### config.mk
export PLATFORM = sky130hd
export DESIGN_NAME = rf_port_arbiter
export DESIGN_NICKNAME = d
export VERILOG_FILES = /design/src/rtl/rf_port_arbiter.sv
export SDC_FILE = /design/constraint.sdc
export NUM_CORES = 1
export LEC_CHECK = 0
export CAP_MARGIN = 0
export CORE_MARGIN = 2
export CORE_UTILIZATION = 30
export DETAILED_ROUTE_END_ITERATION = 8
export PLACE_DENSITY = 0.61
export SETUP_SLACK_MARGIN = 0.3
export SYNTH_ARGS = -nofsm -noshare
export SYNTH_HDL_FRONTEND = slang
export SYNTH_SLANG_ARGS = --single-unit
export TNS_END_PERCENT = 10
### constraint.sdc
create_clock -name clk -period 3.2 [get_ports clk]
set_input_delay 0.64 -clock clk [delete_from_list [all_inputs] [get_ports clk]]
set_output_delay 0.64 -clock clk [all_outputs]
set_load 0.01 [all_outputs]
### src/rtl/rf_port_arbiter.sv
// Round-robin arbiter sharing one 8x24 register file between the datapath (req 0)
// and the debug/exception unit (req 1). It registers every register-file control line.
module rf_port_arbiter #(
    parameter int unsigned DATA_W = 24,
    parameter int unsigned ADDR_W = 3
) (
    input  logic              clk,
    input  logic              reset,
    input  logic [1:0]        req,
    input  logic [1:0]        we,
    input  logic [ADDR_W-1:0] ra0,
    input  logic [ADDR_W-1:0] rb0,
    input  logic [ADDR_W-1:0] rw0,
    input  logic [ADDR_W-1:0] ra1,
    input  logic [ADDR_W-1:0] rb1,
    input  logic [ADDR_W-1:0] rw1,
    input  logic [DATA_W-1:0] wdata0,
    input  logic [DATA_W-1:0] wdata1,
    output logic [1:0]        done,
    output logic [DATA_W-1:0] rdata_a,
    output logic [DATA_W-1:0] rdata_b,
    output logic              r0_err,
    output logic [ADDR_W-1:0] rf_ra,
    output logic [ADDR_W-1:0] rf_rb,
    output logic [ADDR_W-1:0] rf_rw,
    output logic              rf_en_write,
    output logic [DATA_W-1:0] rf_busw,
    input  logic [DATA_W-1:0] rf_busa,
    input  logic [DATA_W-1:0] rf_busb
);

    typedef enum logic [1:0] {IDLE, ISSUE, CAPTURE, RESP} state_t;

    state_t            state_q, state_d;
    logic              last_q, last_d;
    logic              win_q, win_d;
    logic              pend_q, pend_d;
    logic [1:0]        done_q, done_d;
    logic              r0_err_q, r0_err_d;
    logic [DATA_W-1:0] rdata_a_q, rdata_a_d;
    logic [DATA_W-1:0] rdata_b_q, rdata_b_d;
    logic [ADDR_W-1:0] rf_ra_q, rf_ra_d;
    logic [ADDR_W-1:0] rf_rb_q, rf_rb_d;
    logic [ADDR_W-1:0] rf_rw_q, rf_rw_d;
    logic              rf_en_write_q, rf_en_write_d;
    logic [DATA_W-1:0] rf_busw_q, rf_busw_d;

    logic              gnt;
    logic              wr_sel;
    logic [ADDR_W-1:0] rw_sel;

    always_ff @(posedge clk or posedge reset) begin
        if (reset) begin
            state_q       <= IDLE;
            last_q        <= 1'b1;
            win_q         <= 1'b0;
            pend_q        <= 1'b0;
            done_q        <= 2'b00;
            r0_err_q      <= 1'b0;
            rdata_a_q     <= '0;
            rdata_b_q     <= '0;
            rf_ra_q       <= '0;
            rf_rb_q       <= '0;
            rf_rw_q       <= '0;
            rf_en_write_q <= 1'b0;
            rf_busw_q     <= '0;
        end else begin
            state_q       <= state_d;
            last_q        <= last_d;
            win_q         <= win_d;
            pend_q        <= pend_d;
            done_q        <= done_d;
            r0_err_q      <= r0_err_d;
            rdata_a_q     <= rdata_a_d;
            rdata_b_q     <= rdata_b_d;
            rf_ra_q       <= rf_ra_d;
            rf_rb_q       <= rf_rb_d;
            rf_rw_q       <= rf_rw_d;
            rf_en_write_q <= rf_en_write_d;
            rf_busw_q     <= rf_busw_d;
        end
    end

    always_comb begin
        state_d       = state_q;
        last_d        = last_q;
        win_d         = win_q;
        pend_d        = pend_q;
        done_d        = 2'b00;
        r0_err_d      = 1'b0;
        rdata_a_d     = rdata_a_q;
        rdata_b_d     = rdata_b_q;
        rf_ra_d       = rf_ra_q;
        rf_rb_d       = rf_rb_q;
        rf_rw_d       = rf_rw_q;
        rf_en_write_d = rf_en_write_q;
        rf_busw_d     = rf_busw_q;
        gnt           = 1'b0;
        wr_sel        = 1'b0;
        rw_sel        = '0;

        case (state_q)
            IDLE: begin
                if (req != 2'b00) begin
                    // On a tie the requester not served last wins.
                    gnt           = (req == 2'b11) ? ~last_q : req[1];
                    wr_sel        = gnt ? we[1] : we[0];
                    rw_sel        = gnt ? rw1 : rw0;
                    win_d         = gnt;
                    last_d        = gnt;
                    rf_ra_d       = gnt ? ra1 : ra0;
                    rf_rb_d       = gnt ? rb1 : rb0;
                    rf_rw_d       = rw_sel;
                    rf_busw_d     = gnt ? wdata1 : wdata0;
                    rf_en_write_d = wr_sel && (rw_sel != '0);
                    pend_d        = wr_sel && (rw_sel == '0);
                    state_d       = ISSUE;
                end
            end
            ISSUE: begin
                rf_en_write_d = 1'b0;
                state_d       = CAPTURE;
            end
            CAPTURE: begin
                rdata_a_d = rf_busa;
                rdata_b_d = rf_busb;
                done_d    = win_q ? 2'b10 : 2'b01;
                r0_err_d  = pend_q;
                state_d   = RESP;
            end
            RESP: begin
                state_d = IDLE;
            end
            default: state_d = IDLE;
        endcase
    end

    assign done        = done_q;
    assign r0_err      = r0_err_q;
    assign rdata_a     = rdata_a_q;
    assign rdata_b     = rdata_b_q;
    assign rf_ra       = rf_ra_q;
    assign rf_rb       = rf_rb_q;
    assign rf_rw       = rf_rw_q;
    assign rf_en_write = rf_en_write_q;
    assign rf_busw     = rf_busw_q;

endmodule

==> results.cfg, run 1 <==
[cts]
ctsHoldBuffers = 0
clock_sinks = 90
tritoncts = done
clockBufferDepth = 2
cts_root_buf = clkbuf_16
clk_latency_ps = 330
post_cts_buffers = 0
path_clk_slew_ps = 60
htree_levels = 3
cts_buffers = 9
cts-resized-gates = 0

[setup_path]
cp-start-kind = input port
cp_slowest_stage_delay_ps = 590
path_depth = 4
crit_fanout = 25
arrival_ps = 2230
cp.required_ps = 3410
crit_buf_inv = 2
crit_family = buffers and inverters
slowest_stage = clkdlybuf4s50_1
rr_worst_depth = 4
crit_path_cell_trace = clkdlybuf4s50_1, o21ai_4, buf_4, o21ai_0
crit_type = in -> reg
cp-end-kind = flop

[sta]
fmax_mhz = 493.7
tns_ps = 0
tightestPinTransition_ps = 700.2
finalMaxSlewViolations = 0
layout_min_cycle_time_ps = 2026
slew_headroom_pct = 53.32
fin_ws_ps = 1174
worst_clock_skew_ps = 3.775
period_share_pct = 63.30
fin_hold_ws_ps = 478.7
setup_viol = 0
hold_viol = 0
rsz0062_at_grt = false

[floorplan]
die_h_um = 115.6
initial_core_util_pct = 30.98
die-area_um2 = 13360
ios = 205
rows = 40
core_area_um2 = 12060
die_x_um = 115.6

[pwr]
p_leak_uw = 0.002622
combPwrFrac_pct = 46.8
ir_worst_vdd_uv = 288.3
switchingPower_uw = 1796
pwr-share-clk_pct = 19.1
cellInternalPower_uw = 4062
pwr-share-seq_pct = 34.1
p_sw_share_pct = 30.66
powerDensity_nw_per_um2 = 930.5

[logic_synthesis]
syn_inst = 285
synthAdderAreaFrac_pct = 1.005
yosysTopAreaCellShare_pct = 59.61
synth_area_per_cell_um2 = 13.11
synth-simple-area-share_pct = 4.789
syn_nets = 408
synth_top_family_by_area = multiplexers
ys_seq_area_share_pct = 60.31
yosys_register_bits = 90
yosysWarnings = 0
syn_area_um2 = 3736
synth_area_leaders = dfrtp_1, mux2_2, mux2i_1
synth_xor_area_share_pct = 0
synth-compound-area-share_pct = 6.865
muxShareOfSynthArea_pct = 24.01
yosysUniqueCellTypes = 27
synth_top_cell_by_area = dfrtp_1

[global_route]
grt_use_total_pct = 14.54
grt_max_degree = 56
grt_pass1_wl_um = 14990
grt_pass1_vias = 3006
antenna_found_initial = 0
overflow = 0

[cells_and_area]
num-fill-cells = 1084
layout-drive-gt1-share_pct = 15.18
multi_input_area_um2 = 1391
finalInstanceArea_um2 = 6295
syn_to_final_growth_pct = 68.49
stdcell_count = 662
n_antenna_cell = 0
regArea_um2 = 2253
nNetsFinal = 612

[route]
drc_errors = 0
firstDrtPassIters = 4
finalWirelength_um = 9738
drtIter0Drc = 115
via_per_inst = 4.411
drtAntennaViolNets = 0
dr_total_vias = 2920
wl_per_cell_um = 14.71

[hold_path]
hold_class = reg -> reg
hold_path_depth = 2

[place]
place_area_um2 = 5981
gp_congestion = 0.7033
dp_hpwl_um = 7489
pre_cts_ws_ps = 799.2
portBuffers = 204
place_inst = 646

[run]
drv_cap = 0

[status]
status = complete, no violations
[cell families after synthesis]
kind of cell	count (synthesis)
buf+inv	22
compound gates	44
fa+ha+maj	3
flops	90
simple gates	43
mux	83
[state kept, by name, summed over array words and instances (netlist names)]
signal	count
done	2
last_q	1
pend_q	1
r0_err	1
rdata_a	24
rdata_b	24
rf_busw	24
rf_en_write	1
rf_ra	3
rf_rb	3
rf_rw	3
state_q	2
win_q	1
[per-layer routing]
layer / vias up / wire (µm) / global-route usage [%]
met1: 1366 / 4057 / 17.30
li1: 1401 / - / -
met3: 12 / 972 / 4.603
met2: 141 / 4522 / 24.05
met5: - / 0 / 0
met4: 0 / 186 / 6.747
[power groups by stage]
stage               logic (µW)  registers [µW]  clock network (µW)
finish                    2740            2000                1120
global route              2960            2090                1200
CTS                       2790            2010                1150
detailed placement        2790            2020                   0
global placement          2740            2010                   0
floorplan                 1060            2250                   0
[worst register-to-register path: stages (launching register included)]
cell and delay, ps:
dfrtp_1 400, inv_1 100, ha_2 360, buf_4 510, mux2_2 420
[placed cells by master (no fill, tap or decap), types with 2 or more instances in the layout]
cell and instances:
inv_1 3, a21oi_1 2, buf_4 6, mux2i_1 33, o21ai_1 29, clkbuf_1 4
a32o_1 2, nand2_1 33, mux2_2 49, ha_1 2, clkbuf_16 9, clkdlybuf4s50_1 204
o21ai_0 5, and2_1 2, dfrtp_1 89, nor2_1 2, bufinv_16 2, nor3_1 3
[worst paths after layout]
check | start | end | slack (ps)
min reg2reg | rf_rw[1] | rf_rw[1] | 480
max in group asynchronous | reset | rf_rw[0] | 1840
min in group asynchronous | reset | rdata_a[7] | 790
max reg2reg | state_q[0] | rdata_a[7] | 1300
min | rf_rw[1] | rf_rw[1] | 480
max | req[0] | rf_busw[6] | 1170
[per-stage QoR]
stage / power [µW] / utilization (%)
final: 5858 / 52.19
after global routing: 6241 / 52.19
after global placement: 4746 / 49.59
after CTS: 5958 / 52.19
after detailed placement: 4816 / 49.59
after floorplan: 3316 / -
[Yosys cell counts, drive strengths merged]
library cell and n:
a32o 2, and2 2, clkbuf 5, inv 4, a21oi 2, nor2 2, nor2b 1, a32oi 1
nor3 3, dfrtp 89, o41ai 1, a22o 1, nand2b 1, nand2 33, buf 13, o21ai 35
mux2 50, mux2i 33, nor3b 1, dfstp 1, a21boi 1, ha 3, a31oi 1
[area by class of cell]
class / count / area share, %
clock buffers: 14 / 4.035
clock inverters: 2 / 0.9541
inverters: 4 / 0.2982
well taps: 168 / 3.339
multi-input cells: 173 / 22.10
repair buffers: 211 / 33.47
flip-flops and latches: 90 / 35.80
Note: power is estimated with default switching activity, not from simulation.
==> inputs of run 2 (changes only) <==
--- a/config.mk
+++ b/config.mk
@@ -9,7 +9,7 @@
 export CORE_MARGIN = 2
 export CORE_UTILIZATION = 30
 export DETAILED_ROUTE_END_ITERATION = 8
-export PLACE_DENSITY = 0.61
+export PLACE_DENSITY = 0.63
 export SETUP_SLACK_MARGIN = 0.3
 export SYNTH_ARGS = -nofsm -noshare
 export SYNTH_HDL_FRONTEND = slang
==> constraint.sdc (replaced) <==
create_clock -name clk -period 1.7 [get_ports clk]
set_input_delay 0.34 -clock clk [delete_from_list [all_inputs] [get_ports clk]]
set_output_delay 0.34 -clock clk [all_outputs]
set_load 0.01 [all_outputs]
==> results.cfg, run 2 (synthesis results as in run 1) <==
[route]
drtIter0Drc = 129
wl_per_cell_um = 14.15
met1_length_um = 3704
firstDrtPassIters = 4
drc_errors = 0
via_per_inst = 4.418
finalWirelength_um = 9407
dr_total_vias = 2938
routed.top_layer = met4
met2WireLength_um = 4547
wl_met3_um = 1007
drtAntennaViolNets = 0

[cts]
clockBufferDepth = 2
cts_root_buf = clkbuf_16
htree_levels = 3
clock_sinks = 90
path_clk_slew_ps = 60
ctsHoldBuffers = 0
clk_latency_ps = 330
tritoncts = done
cts_buffers = 9

[cells_and_area]
final_common_cell = clkdlybuf4s50_1
nNetsFinal = 616
final_cell_mix = clkdlybuf4s50_1, dfrtp_1, mux2_2
n_antenna_cell = 0
finalInstanceArea_um2 = 6400
fin_util_pct = 53.06
syn_to_final_growth_pct = 71.30
layout-drive-gt1-share_pct = 16.50

[sta]
layout_min_cycle_time_ps = 1566
tightestPinTransition_ps = 292.7
setup_viol = 0
fmax_mhz = 638.6
finalMaxSlewViolations = 0
worst_clock_skew_ps = 4.703
slew_headroom_pct = 80.45
rsz0062_at_grt = true
hold_viol = 0
period_share_pct = 92.11

[global_route]
grt_use_total_pct = 14.00
antenna_found_initial = 0
overflow = 0
grt_pass1_wl_um = 14580
grt_pass1_vias = 2994
grt_max_degree = 52

[setup_path]
path_depth = 1
crit_family = buffers and inverters
crit_buf_inv = 1
crit_fanout = 2
crit_path_cell_trace = clkdlybuf4s50_1
cp-end-kind = primary output
slowest_stage = clkdlybuf4s50_1
cp_slowest_stage_delay_ps = 550
cp-start-kind = flop
rr_worst_depth = 4
arrival_ps = 1230
crit_type = reg -> out
cp.required_ps = 1360

[floorplan]
die_h_um = 115.6
rows = 40
die-area_um2 = 13360
die_x_um = 115.6
core_area_um2 = 12060
initial_core_util_pct = 30.98
ios = 205

[run]
drv_cap = 0

[pwr]
powerDensity_nw_per_um2 = 1703
p_leak_uw = 0.002850
combPwrFrac_pct = 46.8
pwr-share-seq_pct = 34.3
p_sw_share_pct = 30.99
switchingPower_uw = 3377
finalPower_uw = 10900
pwr-share-clk_pct = 18.9
cellInternalPower_uw = 7521
ir_worst_vdd_uv = 588.5

[status]
status = complete, no violations

[hold_path]
hold_class = in -> async

[place]
dp_hpwl_um = 7130
place_area_um2 = 6073
portBuffers = 204
gp_congestion = 0.7200
run 2: changes by cell type in the layout (fill, tap and decap cells not counted):
cell | previous run | this run
buf_12 | 1 | 6
buf_4 | 6 | 5
clkbuf_1 | 4 | 0
clkbuf_8 | 1 | 0
clkdlybuf4s50_1 | 204 | 174
clkinv_2 | 0 | 3
clkinvlp_4 | 1 | 2
dlygate4sd2_1 | 0 | 15
dlymetal6s2s_1 | 0 | 15
run 2: area by class of cell:
class	instances	area, µm²
flip-flops and latches	90	2253
fillers	1101	5662
clock buffers	9	225.2
multi-input cells	173	1391
repair buffers	215	2218
clock inverters	6	82.58
well taps	168	210.2
inverters	4	18.77
run 2: final timing paths:
path / slack, ps / start / end
max: 130 / rf_busw[18] / rf_busw[18]
min: 430 / reset / rdata_a[14]
max reg2reg: 210 / state_q[0] / rdata_b[0]
min reg2reg: 470 / win_q / done[0]
max in group asynchronous: 950 / reset / last_q
min in group clk: 470 / win_q / done[0]
run 2: per-stage QoR:
stage          setup WS (ps)  hold slack (ps)  TNS, ps  std cells
2_1_floorplan          228.6            410.0        0        285
3_3_place_gp          -54.91            460.3    -1095        650
3_5_place_dp          -86.77            469.6    -2085        650
4_1_cts                107.8            429.4        0        665
5_1_grt                89.20            440.6        0        665
6_report               134.2            434.3        0        665
run 2: power groups by stage:
stage	registers [µW]	clock network [µW]	logic, µW
3_3_place_gp	3780	0	5270
5_1_grt	3880	2230	5510
3_5_place_dp	3810	0	5350
2_1_floorplan	4240	0	2000
4_1_cts	3770	2130	5240
6_report	3740	2060	5100
run 2: layer usage:
layer  vias up  global-route usage (%)
met5         -                       0
met2       129                   23.59
met1      1386                   15.93
met4         0                   5.783
li1       1412                       -
met3        11                   5.439
run 2: repair_timing:
action / in CTS / in global routing
setup endpoints to repair: 152 / 156
setup buffers: 0 / 0
cloned: 0 / 0
pin swaps: 0 / 0
gates resized for setup: 15 / 15
